## config.mk

```make
export PLATFORM = sky130hd
export DESIGN_NAME = i2c_slave_rx_flat
export DESIGN_NICKNAME = d
export VERILOG_FILES = /design/src/rtl/i2c_slave_rx_if.sv /design/src/rtl/i2c_slave_rx.sv /design/src/flat_wrapper.sv
export SDC_FILE = /design/constraint.sdc
export NUM_CORES = 1
export LEC_CHECK = 0
export ABC_AREA = 1
export BUFFER_PORTS_ARGS = -buffer_cell sky130_fd_sc_hd__buf_2
export CAP_MARGIN = 10
export CELL_PAD_IN_SITES_DETAIL_PLACEMENT = 1
export CELL_PAD_IN_SITES_GLOBAL_PLACEMENT = 1
export CORE_UTILIZATION = 42
export DETAILED_ROUTE_END_ITERATION = 10
export GPL_ROUTABILITY_DRIVEN = 0
export PLACE_DENSITY = 0.88
export SYNTH_ARGS = -nofsm -noshare
export SYNTH_HDL_FRONTEND = slang
export SYNTH_SLANG_ARGS = --single-unit
```

## constraint.sdc

```tcl
create_clock -name FPGA_clk -period 2.1 [get_ports FPGA_clk]
set_clock_uncertainty 0.05 [all_clocks]
set_input_delay 0.315 -clock FPGA_clk [delete_from_list [all_inputs] [get_ports FPGA_clk]]
set_output_delay 0.315 -clock FPGA_clk [all_outputs]
set_load 0.01 [all_outputs]
```

## src/rtl/i2c_slave_rx_if.sv

```systemverilog
`default_nettype none
// ============================================================================
//  Module      : i2c_slave_rx_if
//  Description : I2C bus wires between a bus master (or bench) and the
//                receive-only slave. SDA_down is the slave's open-drain pull.
//  Revision    : 1.0 - initial release
// ============================================================================
interface i2c_slave_rx_if;
  logic SCL;
  logic SDA;
  logic SDA_down;

  modport master (
    output SCL,
    output SDA,
    input  SDA_down
  );

  modport slave (
    input  SCL,
    input  SDA,
    output SDA_down
  );
endinterface
`default_nettype wire

```

## src/rtl/i2c_slave_rx.sv

```systemverilog
`default_nettype none
// ============================================================================
//  Module      : i2c_slave_rx
//  Description : Write-only I2C slave receiver. Matches a 7-bit address with
//                W, ACKs and stores up to NUM_BYTES data bytes, NACKs beyond.
//                Optional macro I2C_RX_GENCALL_EN also accepts general call
//                (address 7'h00 + W).
//  Revision    : 1.0 - initial release
// ============================================================================
module i2c_slave_rx #(
  parameter int         NUM_BYTES  = 6,
  parameter logic [6:0] SLAVE_ADDR = 7'h42
) (
  input  logic                             FPGA_clk,
  input  logic                             rst_n,
  input  logic                             enable,
  i2c_slave_rx_if.slave                    bus,
  output logic [NUM_BYTES*8-1:0]           rx_data,
  output logic [$clog2(NUM_BYTES+1)-1:0]   rx_count,
  output logic                             done,
  output logic                             busy,
  output logic                             overflow
);

  localparam int                 c_cnt_w = $clog2(NUM_BYTES + 1);
  localparam logic [c_cnt_w-1:0] c_full  = c_cnt_w'(NUM_BYTES);
  localparam logic [c_cnt_w-1:0] c_one   = c_cnt_w'(1);
`ifdef I2C_RX_GENCALL_EN
  localparam logic               c_gencall = 1'b1;
`else
  localparam logic               c_gencall = 1'b0;
`endif

  typedef enum logic [2:0] {
    IDLE      = 3'd0,
    ADDR      = 3'd1,
    ADDR_ACK  = 3'd2,
    DATA      = 3'd3,
    DATA_ACK  = 3'd4,
    WAIT_STOP = 3'd5
  } state_t;

  state_t                 r_state, w_state_n;
  logic                   r_scl_meta, r_scl_sync, r_scl_dly;
  logic                   r_sda_meta, r_sda_sync, r_sda_dly;
  logic [2:0]             r_bit_cnt, w_bit_cnt_n;
  logic [7:0]             r_shift, w_shift_n;
  logic                   r_ack_hi, w_ack_hi_n;
  logic                   r_sda_down, w_sda_down_n;
  logic [NUM_BYTES*8-1:0] w_rx_data_n;
  logic [c_cnt_w-1:0]     w_rx_count_n;
  logic                   w_done_n, w_busy_n, w_overflow_n;

  logic       w_scl_rise, w_scl_fall, w_sda_rise, w_sda_fall;
  logic       w_start, w_stop, w_addr_match;
  logic [7:0] w_byte;

  // Two-flop synchronizers plus one delay flop for edge detection; idle bus is high
  always_ff @(posedge FPGA_clk or negedge rst_n) begin
    if (!rst_n) begin
      r_scl_meta <= 1'b1;
      r_scl_sync <= 1'b1;
      r_scl_dly  <= 1'b1;
      r_sda_meta <= 1'b1;
      r_sda_sync <= 1'b1;
      r_sda_dly  <= 1'b1;
    end else begin
      r_scl_meta <= bus.SCL;
      r_scl_sync <= r_scl_meta;
      r_scl_dly  <= r_scl_sync;
      r_sda_meta <= bus.SDA;
      r_sda_sync <= r_sda_meta;
      r_sda_dly  <= r_sda_sync;
    end
  end

  assign w_scl_rise = r_scl_sync & ~r_scl_dly;
  assign w_scl_fall = ~r_scl_sync & r_scl_dly;
  assign w_sda_rise = r_sda_sync & ~r_sda_dly;
  assign w_sda_fall = ~r_sda_sync & r_sda_dly;
  assign w_start    = w_sda_fall & r_scl_sync;
  assign w_stop     = w_sda_rise & r_scl_sync;

  // Byte completed by the bit being sampled now; in ADDR, bits [7:1] are the address
  assign w_byte       = {r_shift[6:0], r_sda_sync};
  assign w_addr_match = ~r_sda_sync &
                        ((r_shift[6:0] == SLAVE_ADDR) |
                         (c_gencall & (r_shift[6:0] == 7'h00)));

  // State and datapath registers
  always_ff @(posedge FPGA_clk or negedge rst_n) begin
    if (!rst_n) begin
      r_state    <= IDLE;
      r_bit_cnt  <= 3'd0;
      r_shift    <= 8'h00;
      r_ack_hi   <= 1'b0;
      r_sda_down <= 1'b0;
      rx_data    <= '0;
      rx_count   <= '0;
      done       <= 1'b0;
      busy       <= 1'b0;
      overflow   <= 1'b0;
    end else begin
      r_state    <= w_state_n;
      r_bit_cnt  <= w_bit_cnt_n;
      r_shift    <= w_shift_n;
      r_ack_hi   <= w_ack_hi_n;
      r_sda_down <= w_sda_down_n;
      rx_data    <= w_rx_data_n;
      rx_count   <= w_rx_count_n;
      done       <= w_done_n;
      busy       <= w_busy_n;
      overflow   <= w_overflow_n;
    end
  end

  // Next state and outputs; enable-low beats START, START beats STOP and SCL edges
  always_comb begin
    w_state_n    = r_state;
    w_bit_cnt_n  = r_bit_cnt;
    w_shift_n    = r_shift;
    w_ack_hi_n   = r_ack_hi;
    w_sda_down_n = r_sda_down;
    w_rx_data_n  = rx_data;
    w_rx_count_n = rx_count;
    w_done_n     = 1'b0;
    w_busy_n     = busy;
    w_overflow_n = overflow;

    if (!enable) begin
      w_state_n    = IDLE;
      w_sda_down_n = 1'b0;
      w_ack_hi_n   = 1'b0;
      w_busy_n     = 1'b0;
    end else if (w_start) begin
      w_state_n    = ADDR;
      w_bit_cnt_n  = 3'd0;
      w_overflow_n = 1'b0;
      w_sda_down_n = 1'b0;
      w_ack_hi_n   = 1'b0;
      w_done_n     = busy;
      w_busy_n     = 1'b0;
    end else if (w_stop) begin
      w_state_n    = IDLE;
      w_sda_down_n = 1'b0;
      w_ack_hi_n   = 1'b0;
      w_done_n     = busy;
      w_busy_n     = 1'b0;
    end else begin
      unique case (r_state)
        ADDR: begin
          if (w_scl_rise) begin
            w_shift_n   = w_byte;
            w_bit_cnt_n = r_bit_cnt + 3'd1;
            if (r_bit_cnt == 3'd7) begin
              if (w_addr_match) begin
                w_state_n    = ADDR_ACK;
                w_rx_data_n  = '0;
                w_rx_count_n = '0;
                w_busy_n     = 1'b1;
              end else begin
                w_state_n = WAIT_STOP;
              end
            end
          end
        end
        // The ACK bit spans one SCL low/high/low: pull on the first fall, release on the second
        ADDR_ACK, DATA_ACK: begin
          if (w_scl_fall) begin
            if (!r_ack_hi) begin
              w_sda_down_n = 1'b1;
              w_ack_hi_n   = 1'b1;
            end else begin
              w_sda_down_n = 1'b0;
              w_ack_hi_n   = 1'b0;
              w_state_n    = DATA;
            end
          end
        end
        DATA: begin
          if (w_scl_rise) begin
            w_shift_n   = w_byte;
            w_bit_cnt_n = r_bit_cnt + 3'd1;
            if (r_bit_cnt == 3'd7) begin
              if (rx_count < c_full) begin
                for (int k = 0; k < NUM_BYTES; k++) begin
                  if (rx_count == c_cnt_w'(k)) w_rx_data_n[8*k +: 8] = w_byte;
                end
                w_rx_count_n = rx_count + c_one;
                w_state_n    = DATA_ACK;
              end else begin
                w_overflow_n = 1'b1;
                w_state_n    = WAIT_STOP;
              end
            end
          end
        end
        default: ;
      endcase
    end
  end

  assign bus.SDA_down = r_sda_down;

endmodule
`default_nettype wire

```

## src/flat_wrapper.sv

```systemverilog
// flat-port wrapper written by rule: the top's interface ports become plain ports
module i2c_slave_rx_flat 
#(
  parameter int         NUM_BYTES  = 6,
  parameter logic [6:0] SLAVE_ADDR = 7'h42
)
  (FPGA_clk, rst_n, enable, rx_data, rx_count, done, busy, overflow, bus_SCL, bus_SDA, bus_SDA_down);
  i2c_slave_rx_if bus_i ();
  input  logic FPGA_clk;
  input  logic rst_n;
  input  logic enable;
  output logic [NUM_BYTES*8-1:0] rx_data;
  output logic [$clog2(NUM_BYTES+1)-1:0] rx_count;
  output logic done;
  output logic busy;
  output logic overflow;
  input wire logic [$bits(bus_i.SCL)-1:0] bus_SCL;
  input wire logic [$bits(bus_i.SDA)-1:0] bus_SDA;
  output wire logic [$bits(bus_i.SDA_down)-1:0] bus_SDA_down;
  assign bus_i.SCL = bus_SCL;
  assign bus_i.SDA = bus_SDA;
  assign bus_SDA_down = bus_i.SDA_down;
  i2c_slave_rx #(.NUM_BYTES(NUM_BYTES), .SLAVE_ADDR(SLAVE_ADDR)) u_core (.FPGA_clk(FPGA_clk), .rst_n(rst_n), .enable(enable), .bus(bus_i), .rx_data(rx_data), .rx_count(rx_count), .done(done), .busy(busy), .overflow(overflow));
endmodule
```

* Word level (Yosys, flattened, before mapping) *
Index checks and enable logic that the tools add are counted.

storage, ports and cells
  bits in writable memories = 0
  output and inout bits = 55
  memory bits (read-only) = 0
  memories kept = 0
  input bits = 5
  register bits = 74
  latch bits = 0

cells by class
  bitwise logic cells = 13
  shift-type cells = 0
  eq/ne operators = 38
  reductions and logical operators = 21
  multiplexer cells = 58
  $mul = 0
  order comparisons = 1
  divide/modulo/power cells = 0
  add/sub/neg operators = 2

operators by type and width
  kind                                                                      count
  48-bit two-way mux                                                        6
  48-bit one-hot mux with 2 select lines                                    1
  11-bit AND reduction                                                      6
  3-bit two-way mux                                                         20
  8-bit two-way mux                                                         6
  5-bit by 2-bit inequality test with 1-bit output (second input constant)  6
  2-bit by 1-bit inequality test with 1-bit output (second input constant)  14
  4-bit by 1-bit inequality test with 1-bit output (second input constant)  6
  1-bit two-way mux                                                         23
  3-bit by 2-bit == test with 1-bit output (second input constant)          4
  3-bit == test (second input constant)                                     4
  10-bit AND reduction                                                      1
  2-bit nonzero test                                                        5
  3-bit one-hot mux with 3 select lines                                     1
  4-bit AND reduction                                                       2
  1-bit AND                                                                 7
  7-bit == test (second input constant)                                     1
  7-bit AND reduction                                                       1
  3-bit by 1-bit adder with 3-bit output (second input constant)            2
  3-bit by 1-bit == test with 1-bit output (second input constant)          2
  6-bit by 1-bit inequality test with 1-bit output (second input constant)  1
  1-bit inverter                                                            6
  3-bit one-hot mux with 2 select lines                                     1
  6-bit AND reduction                                                       1
  other kinds (5)                                                           6

* Longest topological paths before layout *
Gate-level depths: netlist of run 1.

  word-level depth = 9
  depth in mapped cells = 11

* Worst setup path after synthesis of run 1 *
No wires, ideal clock.

  kind = register to register
  start point = register u_core.rx_count[0]
  end point = register u_core.rx_data[25]
  setup slack = 405 ps
  required time = 1984 ps
  arrival = 1579 ps
  setup time = 66 ps
  path buffers = 1
  stages on the path, launching flop included = 8
  cells stage by stage = dfrtp_1 > ha_1 > ha_1 > or2_2 > buf_1 > nand3_1 > nand2_1 > nand2_1

on the way
  word-level cells in the longest chain between the ends = 3

RTL lines
  item                                                                                           RTL line                                  source
  start, declared                                                                                i2c_slave_rx.sv:19                        output logic [$clog2(NUM_BYTES+1)-1:0] rx_count,
  start signal, assigned                                                                         i2c_slave_rx.sv:110                       rx_count <= w_rx_count_n;
  3-bit less-than comparator / 3-bit by 2-bit == test with 1-bit output (equally long branches)  i2c_slave_rx.sv:185, i2c_slave_rx.sv:187
  2-bit by 1-bit inequality test with 1-bit output (no line)                                     --
  11-bit AND reduction (no line) (*)                                                             --
  end signal, assigned                                                                           i2c_slave_rx.sv:109                       rx_data <= w_rx_data_n;
  end, declared                                                                                  i2c_slave_rx.sv:18                        output logic [NUM_BYTES*8-1:0] rx_data,

Mark *: on every way between the ends. The rest lies on a longest branch, timed or not.
A chain may end at the register's enable or synchronous reset.

* Worst setup path after layout of run 1 *
  start point = register u_core.rx_count[2]
  end point = register u_core.rx_data[24]

The elaborated chain is that of the path after synthesis.

==> results of run 1 <==
[worst min-delay path by stage]
| stage | end | slack, ns | startpoint | depth (start not counted) |
|---|---|---|---|---|
| floorplan | u_core.busy | -0.03 | rst_n | 0 |
| global placement | u_core.r_scl_sync | 0.30 | u_core.r_scl_meta | 0 |
| detailed placement | u_core.r_sda_sync | 0.30 | u_core.r_sda_meta | 0 |
| CTS | u_core.r_scl_meta | 0.0002 | bus_SCL | 1 |
| global route | u_core.overflow | 0.17 | enable | 2 |
| finish | u_core.overflow | 0.15 | enable | 2 |
[sequential cells by signal, indices dropped and copies added (netlist names)]
| register | flops |
|---|---|
| u_core.r_ack_hi | 1 |
| u_core.done | 1 |
| u_core.r_scl_sync | 1 |
| u_core.r_shift | 7 |
| u_core.r_bit_cnt | 3 |
| u_core.r_scl_meta | 1 |
| u_core.r_sda_sync | 1 |
| u_core.busy | 1 |
| u_core.overflow | 1 |
| u_core.rx_count | 3 |
| u_core.r_sda_meta | 1 |
| u_core.rx_data | 48 |
| u_core.r_sda_dly | 1 |
| u_core.r_scl_dly | 1 |
| u_core.r_state | 3 |
[layer usage]
metal  share of wire  global-route usage  wire length, µm  up-vias
li1                -                   -                -     1424
met1            0.44               0.312             4280     1513
met2            0.50               0.411             4820       78
met3           0.034              0.0366              327       22
met4           0.027               0.113              257        0
met5               0                   0                0        -
[cell type report]
class / count / area share
flip-flops and latches: 74 / 0.450
multi-input cells: 268 / 0.337
repair buffers: 74 / 0.110
clock buffers: 10 / 0.0309
well taps: 102 / 0.0309
inverters: 29 / 0.0263
clock inverters: 6 / 0.0157
[kinds of logic after synthesis]
kind of cell    share of synthesized area
flops                               0.532
compound gates                     0.0340
fa+ha+maj                          0.0251
simple gates                        0.338
buf+inv                            0.0709
[cell usage in the layout, fill, tap and decap left out, types with 6 or more instances in the layout]
master | synthesis | layout
nand2_1 | 141 | 141
dfrtp_1 | 68 | 68
buf_2 | 6 | 59
nand4_1 | 56 | 56
inv_1 | 23 | 23
nor2_1 | 20 | 20
clkbuf_8 | 0 | 9
buf_4 | 1 | 9
nand3_1 | 9 | 8
o21ai_1 | 7 | 7
ha_1 | 7 | 7
inv_2 | 6 | 6
dfstp_2 | 6 | 6
[cell usage after synthesis]
cell and n:
inv_2 6, buf_8 1, nand3_4 4, dfrtp_1 68
a31oi_1 1, o21ai_2 4, o21ai_1 7, nand3b_1 1
nand4_2 1, nand2_4 2, buf_2 6, nand4_1 56
a22oi_1 1, nor2_8 1, nand3_1 9, and2_1 1
nor2_1 20, o21ai_0 3, buf_1 1, ha_1 7
clkbuf_1 1, nand2_1 141, dfstp_2 6, or2_2 1
a21oi_1 4, buf_6 7, buf_4 1, nand2_2 1
nand3_2 3, inv_1 23
[worst register-to-register path: stages, from the launching register on]
cell and delay [ns]:
dfrtp_1 0.52, inv_1 0.17, ha_1 0.23, or2_2 0.41, nand3_1 0.33, nand2_1 0.11, nand2_1 0.07
[metrics by stage]
step | hold WS (ns) | util | cell area (µm²) | std cells | setup slack [ns]
3_3_place_gp | 0.296 | 0.495 | 3910 | 544 | 0.300
5_1_grt | 0.170 | 0.524 | 4130 | 563 | 0.0490
3_5_place_dp | 0.300 | 0.495 | 3910 | 544 | 0.209
4_1_cts | 0.000197 | 0.522 | 4120 | 562 | 0.163
2_1_floorplan | -0.0306 | - | 3490 | 388 | 0.405
6_report | 0.153 | 0.524 | 4130 | 563 | 0.163
[power groups by stage]
stage          clock (µW)  sequential (µW)  combinational [µW]
3_3_place_gp            0             1550                 295
6_report             1120             1530                 326
5_1_grt              1200             1540                 368
2_1_floorplan           0             1540                 228
4_1_cts              1140             1530                 327
3_5_place_dp            0             1560                 320
[timing repair]
| action | 4_1_cts | 5_1_grt |
|---|---|---|
| gates resized for setup | 0 | 1 |
| endpoints found under the hold margin | 69 | 1 |
| hold buffers | 2 | 1 |
| setup endpoints to repair | 0 | 3 |
==> out/summary.txt, run 1 <==
Via/cell ratio -> 5.39
Power Total -> 2970 µW
Tmin final -> 1.94 ns
First-pass GRT wire length -> 16300 µm
Critical Path RT -> 2.34 ns
Post-Syn Instances -> 388
Largest net degree at the start of global routing -> 75
Clock sink count -> 74
GRT Residual Overflow -> 0
VDD IR max -> 0.000350 V
Inserted Clock Buffers -> 9
RSZ-0062 raised after global routing -> no
Most used cell, CP -> nand2_1
Post-Syn Area -> 3490 µm²
Worst path cell trace -> inv_1, ha_1, or2_2, nand3_1, nand2_1, nand2_1
DR iter-0 viols -> 122
Vias -> 3037
FF-to-FF path depth -> 6
Cell family with most CP delay -> simple AND/OR/NAND/NOR gates
CP Data Arrival Time -> 2.18 ns
Setup slack, reg-to-reg -> 0.16 ns
Worst slew pin tran -> 0.738 ns
Slowest CP cell -> dfrtp_1
Core Rows -> 32
Multi-input logic area -> 1390 µm²
Die Y -> 93.2 µm
Setup TNS -> 0 ns
Hold Crit Class -> input port to flip-flop
Worst path max stage delay -> 0.52 ns
Dpl hpwl -> 6780 µm
Reg power frac -> 0.514
Max Cap Viol -> 0
TritonCTS clock tree -> yes
Critical path class -> flip-flop to flip-flop
CTS max path bufs -> 2
PD cells -> 719 nW/µm²
Hold Fails Final Rpt -> 0
Worst Path Buf+Inv -> 1
Register area share after synthesis -> 0.532
WL final -> 9680 µm
Skew-Pair Late Insertion Delay -> 0.35 ns
Int Pwr -> 2140 µW
Gate power share -> 0.110
Initial DRT Pass Iterations -> 4
End point of the critical path -> u_core.rx_data[24]
FMAX -> 516 MHz
Total die area -> 8690 µm²
DIE WIDTH -> 93.2 µm
Switch share -> 0.282
Crit path max fanout -> 9
Setup bufs post-CTS -> 0
WP depth -> 6
Outcome -> finished clean
Antenna diodes -> 0
Relative slew slack -> 0.506
Post-synth top area cell -> dfrtp_1
Syn avg cell area -> 9.01 µm²
Seq cells post-synth -> 74
Syn_nets -> 400
Synth top area share -> 0.487
Final slew viol count -> 0
# DRC -> 0
Average wire per standard cell -> 17.2 µm
Layout cell share with drive strength beyond 1 -> 0.252
Root buf cell -> clkbuf_8
Net switching power of the design -> 838 µW
FF/Latch Area -> 1860 µm²
Leak -> 0.00229 µW
Area of the core -> 7890 µm²
Yosys warning count -> 0
Top cells by area, synth -> dfrtp_1 49%, nand2_1 15%, nand4_1 10%, dfstp_2 4.5%, ha_1 2.5%
R2R Path End -> u_core.rx_data[24]
Power share of the clock group -> 0.376
# port buffers -> 59
Antenna viol nets, final -> 0
CP endpoint kind -> flip-flop
Synth-to-Final Area Change -> 18.3%
Critical R2R Launch -> u_core.rx_count[2]
Initial core utilization -> 0.443
GRT Util Overall -> 0.245
Final Setup Violations -> 0
Layout fillers -> 949
Crit path launch type -> flip-flop
Worst-path clk slew -> 0.08 ns
Final Cycle Share -> 0.923
Number of nets in the layout -> 468
Cell variety after synth -> 30
H-Tree Depth -> 3
IO Count -> 60
Initial antenna violation count -> 0
Critical Path Start -> u_core.rx_count[2]
Vias in the first global route -> 3261
(Power assumes the default switching activity.)
==> inputs of run 2 (changes only) <==
==> constraint.sdc (replaced) <==
create_clock -name FPGA_clk -period 1.9 [get_ports FPGA_clk]
set_clock_uncertainty 0.05 [all_clocks]
set_input_delay 0.285 -clock FPGA_clk [delete_from_list [all_inputs] [get_ports FPGA_clk]]
set_output_delay 0.285 -clock FPGA_clk [all_outputs]
set_load 0.01 [all_outputs]
==> run 2 against run 1 <==
Combinational power grew 46%. Non-clock buffer count up 21. Die area unchanged. Register-to-register slack lost 0.15 ns. Critical path type unchanged. Critical endpoint is now u_core.rx_data[16]. Largest power group unchanged.
==> out/summary.txt, run 2 (synthesis results as in run 1) <==
Critical Path RT -> 2.08 ns (was 2.34 ns)
Setup TNS -> 0 ns (unchanged)
Layout cell share with drive strength beyond 1 -> 0.320 (was 0.252)
RSZ-0062 raised after global routing -> yes (was no)
Total die area -> 8690 µm² (unchanged)
Leak -> 0.00242 µW (was 0.00229 µW)
Outcome -> finished clean (unchanged)
H-Tree Depth -> 3 (unchanged)
# DRC -> 0 (unchanged)
Final Setup Violations -> 0 (unchanged)
# port buffers -> 59 (unchanged)
Clock sink count -> 74 (unchanged)
Critical path class -> flip-flop to flip-flop (unchanged)
Pre-CTS setup slack -> -0.0571 ns (was 0.209 ns)
Antenna viol nets, final -> 0 (unchanged)
VDD IR max -> 0.000396 V (was 0.000350 V)
Reg power frac -> 0.513 (was 0.514)
Vias in the first global route -> 3401 (was 3261)
Number of nets in the layout -> 489 (was 468)
Setup WS post-layout -> 0.00855 ns (was 0.163 ns)
Tmin final -> 1.89 ns (was 1.94 ns)
Top flop regs -> u_core.rx_data x48, u_core.r_shift x7 (unchanged)
Core Rows -> 32 (unchanged)
WL final -> 11300 µm (was 9680 µm)
Relative slew slack -> 0.572 (was 0.506)
Synth-to-Final Area Change -> 26.8% (was 18.3%)
Commonest non-fill, non-tap cell in the layout -> nand2_1 (unchanged)
First-pass GRT wire length -> 17500 µm (was 16300 µm)
GRT Residual Overflow -> 0 (unchanged)
Root buf cell -> clkbuf_8 (unchanged)
Worst-path clk slew -> 0.08 ns (about the same)
Crit path max fanout -> 8 (was 9)
Hold Fails Final Rpt -> 0 (unchanged)
Inserted Clock Buffers -> 9 (unchanged)
DIE WIDTH -> 93.2 µm (unchanged)
Initial antenna violation count -> 0 (unchanged)
CTS max path bufs -> 2 (unchanged)
PD cells -> 752 nW/µm² (was 719 nW/µm²)
Initial DRT Pass Iterations -> 4 (unchanged)
Layout fillers -> 926 (was 949)
Area of the core -> 7890 µm² (unchanged)
Crit path launch type -> flip-flop (unchanged)
Antenna diodes -> 0 (unchanged)
Via/cell ratio -> 5.56 (was 5.39)
Max reg flops -> 48 (unchanged)
CP Data Arrival Time -> 2.07 ns (was 2.18 ns)
Initial core utilization -> 0.443 (unchanged)
Worst slew pin tran -> 0.642 ns (was 0.738 ns)
Net switching power of the design -> 1000 µW (was 838 µW)
IO Count -> 60 (unchanged)
FMAX -> 529 MHz (was 516 MHz)
Average wire per standard cell -> 19.3 µm (was 17.2 µm)
Largest net degree at the start of global routing -> 28 (was 75)
Dpl hpwl -> 7120 µm (was 6780 µm)
Max Cap Viol -> 0 (unchanged)
Top reg by flops -> u_core.rx_data (unchanged)
Die Y -> 93.2 µm (unchanged)
CP endpoint kind -> flip-flop (unchanged)
Skew-Pair Late Insertion Delay -> 0.34 ns (was 0.35 ns)
Vias -> 3248 (was 3037)
Gate power share -> 0.143 (was 0.110)
GRT Util Overall -> 0.265 (was 0.245)
DR iter-0 viols -> 174 (was 122)
Int Pwr -> 2330 µW (was 2140 µW)
Final slew viol count -> 0 (unchanged)
Hold Crit Class -> input port to flip-flop (unchanged)
Fin util -> 0.562 (was 0.524)
Power Total -> 3330 µW (was 2970 µW)
TritonCTS clock tree -> yes (unchanged)
Switch share -> 0.301 (was 0.282)
Final Cycle Share -> 0.995 (was 0.923)
Power share of the clock group -> 0.344 (was 0.376)
Commonest non-fill, non-tap cells in the layout -> 130 x nand2_1, 68 x dfrtp_1, 59 x buf_2, 56 x nand4_1, 25 x buf_4 (was 141 x nand2_1, 68 x dfrtp_1, 59 x buf_2, 56 x nand4_1, 23 x inv_1)
==> run 2: final timing paths <==
kind	slack, ns	depth (start not counted)	start	endpoint
min	0.13	2	enable	u_core.overflow
min in group asynchronous	0.47	2	rst_n	u_core.rx_data[26]
min reg2reg	0.31	0	u_core.r_sda_meta	u_core.r_sda_sync
max reg2reg	0.009	9	u_core.r_bit_cnt[0]	u_core.rx_data[16]
max	0.009	9	u_core.r_bit_cnt[0]	u_core.rx_data[16]
max in group asynchronous	0.69	3	rst_n	u_core.r_scl_sync
==> run 2: final cells by class <==
| cell class | count | area, µm² | share of cell area |
|---|---|---|---|
| clock buffer | 10 | 138 | 0.0311 |
| clock inverter | 6 | 40.0 | 0.00903 |
| inverter | 29 | 109 | 0.0246 |
| multi-input combinational | 268 | 1480 | 0.334 |
| sequential | 74 | 1860 | 0.420 |
| tap | 102 | 128 | 0.0288 |
| timing repair buffer | 95 | 677 | 0.153 |
==> run 2: repair_timing <==
action	in CTS	in global routing
gates cloned	1	1
pin swaps	1	7
gates resized for setup	5	20
hold endpoints to repair	25	0
hold buffers	3	0
setup buffers	2	7
setup endpoints to repair	27	60
==> run 2: layer usage <==
metal | global-route usage | part of all wire | vias up
met5 | 0 | 0 | -
li1 | - | - | 1478
met2 | 0.456 | 0.52 | 129
met4 | 0.112 | 0.019 | 0
met3 | 0.0439 | 0.054 | 18
met1 | 0.331 | 0.41 | 1623
==> run 2: per-stage QoR <==
stage	instance area, µm²	hold slack [ns]	std cells
5_1_grt	4430	0.124	584
6_report	4430	0.132	584
3_5_place_dp	4010	0.298	556
3_3_place_gp	4010	0.294	556
2_1_floorplan	3490	-0.0606	388
4_1_cts	4300	0.119	578
==> run 2: worst max-delay path, cell delays in order (launching register included) <==
cell and delay [ns]:
dfrtp_1 0.41, ha_4 0.17, ha_4 0.15, nand3_4 0.10, nand3b_1 0.23, nand2_4 0.19
buf_12 0.16, nand3_4 0.14, nand2_1 0.11, nand2_1 0.07
==> run 2: power groups by stage <==
stage	sequential, µW	clock [µW]	combinational, µW
global route	1710	1230	521
finish	1710	1140	477
floorplan	1710	0	252
CTS	1690	1150	409
detailed placement	1720	0	368
global placement	1710	0	340
==> inputs of run 3 (changes only) <==
--- a/config.mk
+++ b/config.mk
@@ -13,7 +13,9 @@
 export CORE_UTILIZATION = 42
 export DETAILED_ROUTE_END_ITERATION = 10
 export GPL_ROUTABILITY_DRIVEN = 0
+export MAX_ROUTING_LAYER = met4
 export PLACE_DENSITY = 0.88
 export SYNTH_ARGS = -nofsm -noshare
 export SYNTH_HDL_FRONTEND = slang
 export SYNTH_SLANG_ARGS = --single-unit
+export TNS_END_PERCENT = 20
==> run 3 against run 2 <==
The run now ends with negative setup slack left. Worst setup slack worse by 0.031 ns. Clock power is essentially flat. Power shrank 0.64%. Global-route usage decreased by 0.98 points. Utilization decreased by 0.24 points. Sequential share of layout area is 0.18 points higher. First-iteration DRC count decreased by 5.2%. Critical path depth did not move. Clock-buffer cell count stayed put. Critical path type unchanged. Highest routed layer unchanged.
==> out/summary.txt, run 3 (synthesis results as in run 1) <==
Root buf cell -> clkbuf_8 (unchanged)
DR iter-0 viols -> 165 (was 174)
Crit path launch type -> flip-flop (unchanged)
Core Rows -> 32 (unchanged)
Min-delay src -> enable (unchanged)
Leak -> 0.00242 µW (about the same)
FMAX -> 520 MHz (was 529 MHz)
R2R Path End -> u_core.rx_data[37] (was u_core.rx_data[16])
Average wire per standard cell -> 19.3 µm (about the same)
Final Cycle Share -> 1.01 (was 0.995)
Setup WS post-layout -> -0.0226 ns (was 0.00855 ns)
Worst-path clk slew -> 0.08 ns (about the same)
Worst hold slack -> 0.124 ns (was 0.132 ns)
Hold Fails Final Rpt -> 0 (unchanged)
GRT Residual Overflow -> 0 (unchanged)
Commonest non-fill, non-tap cells in the layout -> 132 x nand2_1, 68 x dfrtp_1, 59 x buf_2, 56 x nand4_1, 25 x buf_4 (was 130 x nand2_1, 68 x dfrtp_1, 59 x buf_2, 56 x nand4_1, 25 x buf_4)
Clock sink count -> 74 (unchanged)
Critical path class -> flip-flop to flip-flop (unchanged)
Antenna diodes -> 0 (unchanged)
Number of nets in the layout -> 490 (was 489)
Hold EP -> u_core.overflow (unchanged)
Die Y -> 93.2 µm (unchanged)
Power Total -> 3310 µW (was 3330 µW)
PD cells -> 750 nW/µm² (was 752 nW/µm²)
Critical R2R Launch -> u_core.r_bit_cnt[0] (unchanged)
Worst path cell trace -> ha_2, ha_4, nand3_4, nand3b_1, nand2_4, buf_4, clkbuf_16, nand4_1, nand2_1 (was ha_4, ha_4, nand3_4, nand3b_1, nand2_4, buf_12, nand3_4, nand2_1, nand2_1)
First-pass GRT wire length -> 16500 µm (was 17500 µm)
Relative slew slack -> 0.572 (about the same)
Final slew viol count -> 0 (unchanged)
Setup slack, reg-to-reg -> -0.02 ns (was 0.009 ns)
Tmin final -> 1.92 ns (was 1.89 ns)
Outcome -> finished, violations left (was finished clean)
Worst path max stage delay -> 0.38 ns (was 0.41 ns)
Skew-Pair Late Insertion Delay -> 0.36 ns (was 0.34 ns)
IO Count -> 60 (unchanged)
Initial core utilization -> 0.443 (unchanged)
# port buffers -> 59 (unchanged)
Commonest non-fill, non-tap cell in the layout -> nand2_1 (unchanged)
Hold Crit Class -> input port to flip-flop (unchanged)
Dpl hpwl -> 7120 µm (unchanged)
Area of the core -> 7890 µm² (unchanged)
Fin util -> 0.559 (was 0.562)
Final Setup Violations -> 1 (was 0)
RSZ-0062 raised after global routing -> yes (unchanged)
FF/Latch Area -> 1860 µm² (unchanged)
WL met2 -> 5840 µm (was 5820 µm)
Slowest CP cell -> dfrtp_1 (unchanged)
# DRC -> 0 (unchanged)
Critical Path RT -> 2.15 ns (was 2.08 ns)
Layout fillers -> 925 (was 926)
CP endpoint kind -> flip-flop (unchanged)
Vias in the first global route -> 3262 (was 3401)
DP Area -> 4010 µm² (unchanged)
Total die area -> 8690 µm² (unchanged)
Cell family with most CP delay -> simple AND/OR/NAND/NOR gates (unchanged)
H-Tree Depth -> 3 (unchanged)
Antenna viol nets, final -> 0 (unchanged)
Failing checks -> negative setup slack
Multi-input logic area -> 1450 µm² (was 1480 µm²)
Layout cell share with drive strength beyond 1 -> 0.315 (was 0.320)
Top flop regs -> u_core.rx_data x48, u_core.r_shift x7 (unchanged)
Crit path max fanout -> 16 (was 8)
Final instance area -> 4410 µm² (was 4430 µm²)
Largest net degree at the start of global routing -> 33 (was 28)
Synth-to-Final Area Change -> 26.3% (was 26.8%)
CTS max path bufs -> 2 (unchanged)
Max Cap Viol -> 0 (unchanged)
TritonCTS clock tree -> yes (unchanged)
Vias -> 3308 (was 3248)
Inserted Clock Buffers -> 9 (unchanged)
Hold Path Depth -> 2 (unchanged)
CP Data Arrival Time -> 2.17 ns (was 2.07 ns)
Max reg flops -> 48 (unchanged)
Worst Path Buf+Inv -> 2 (was 1)
GRT Util Overall -> 0.256 (was 0.265)
Top Metal Used -> met4 (unchanged)
WL final -> 11300 µm (about the same)
Top reg by flops -> u_core.rx_data (unchanged)
VDD IR max -> 0.000401 V (was 0.000396 V)
DIE WIDTH -> 93.2 µm (unchanged)
FF-to-FF path depth -> 9 (unchanged)
Worst slew pin tran -> 0.643 ns (was 0.642 ns)
Initial antenna violation count -> 0 (unchanged)
Met3 wire length -> 553 µm (was 614 µm)
DRT met1 WL -> 4630 µm (was 4640 µm)
Via/cell ratio -> 5.65 (was 5.56)
Initial DRT Pass Iterations -> 5 (was 4)
## run 3: worst max path at each step
stage | cells after the start | from | slack (ns) | endpoint
after global routing | 9 | u_core.r_bit_cnt[0] | -0.11 | u_core.rx_data[37]
after global placement | 9 | u_core.r_bit_cnt[0] | 0.08 | u_core.rx_data[0]
after CTS | 9 | u_core.r_bit_cnt[0] | -0.04 | u_core.rx_data[3]
final | 9 | u_core.r_bit_cnt[0] | -0.02 | u_core.rx_data[37]
after detailed placement | 9 | u_core.r_bit_cnt[0] | -0.06 | u_core.rx_data[8]
after floorplan | 7 | u_core.rx_count[0] | 0.21 | u_core.rx_data[25]
## run 3: timing repair
action	in CTS	in global routing
hold endpoints to repair	25	0
endpoints found under the setup margin	27	58
pin swaps	0	4
gates resized for setup	4	15
hold buffers	3	0
gates cloned	0	2
buffers inserted	0	8
## run 3: final cells by class
cell class | count | area share
Clock buffer | 10 | 0.0312
Timing Repair Buffer | 96 | 0.155
Sequential cell | 74 | 0.421
Tap cell | 102 | 0.0289
Multi-Input combinational cell | 268 | 0.329
Clock inverter | 6 | 0.00907
Inverter | 29 | 0.0247
## run 3: layer usage
layer,vias to the layer above,track usage
li1,1475,-
met1,1647,0.311
met2,153,0.430
met3,33,0.0415
met4,0,0.0949
met5,-,-
## run 3: power by group
part / switching, µW / total, µW / internal (µW) / leakage (µW)
Sequential: 57.1 / 1700 / 1640 / 0.00101
Combinational: 291 / 456 / 165 / 0.00132
Clock: 647 / 1160 / 510 / 0.0000924
Total: 995 / 3310 / 2320 / 0.00242
## run 3: metrics by stage
step                      worst slack [ns]  setup TNS [ns]  cells
after floorplan                      0.205               0    388
after global placement              0.0809               0    556
after detailed placement           -0.0571          -0.348    556
after CTS                          -0.0353          -0.176    575
after global routing                -0.112           -1.74    585
final                              -0.0226         -0.0226    585
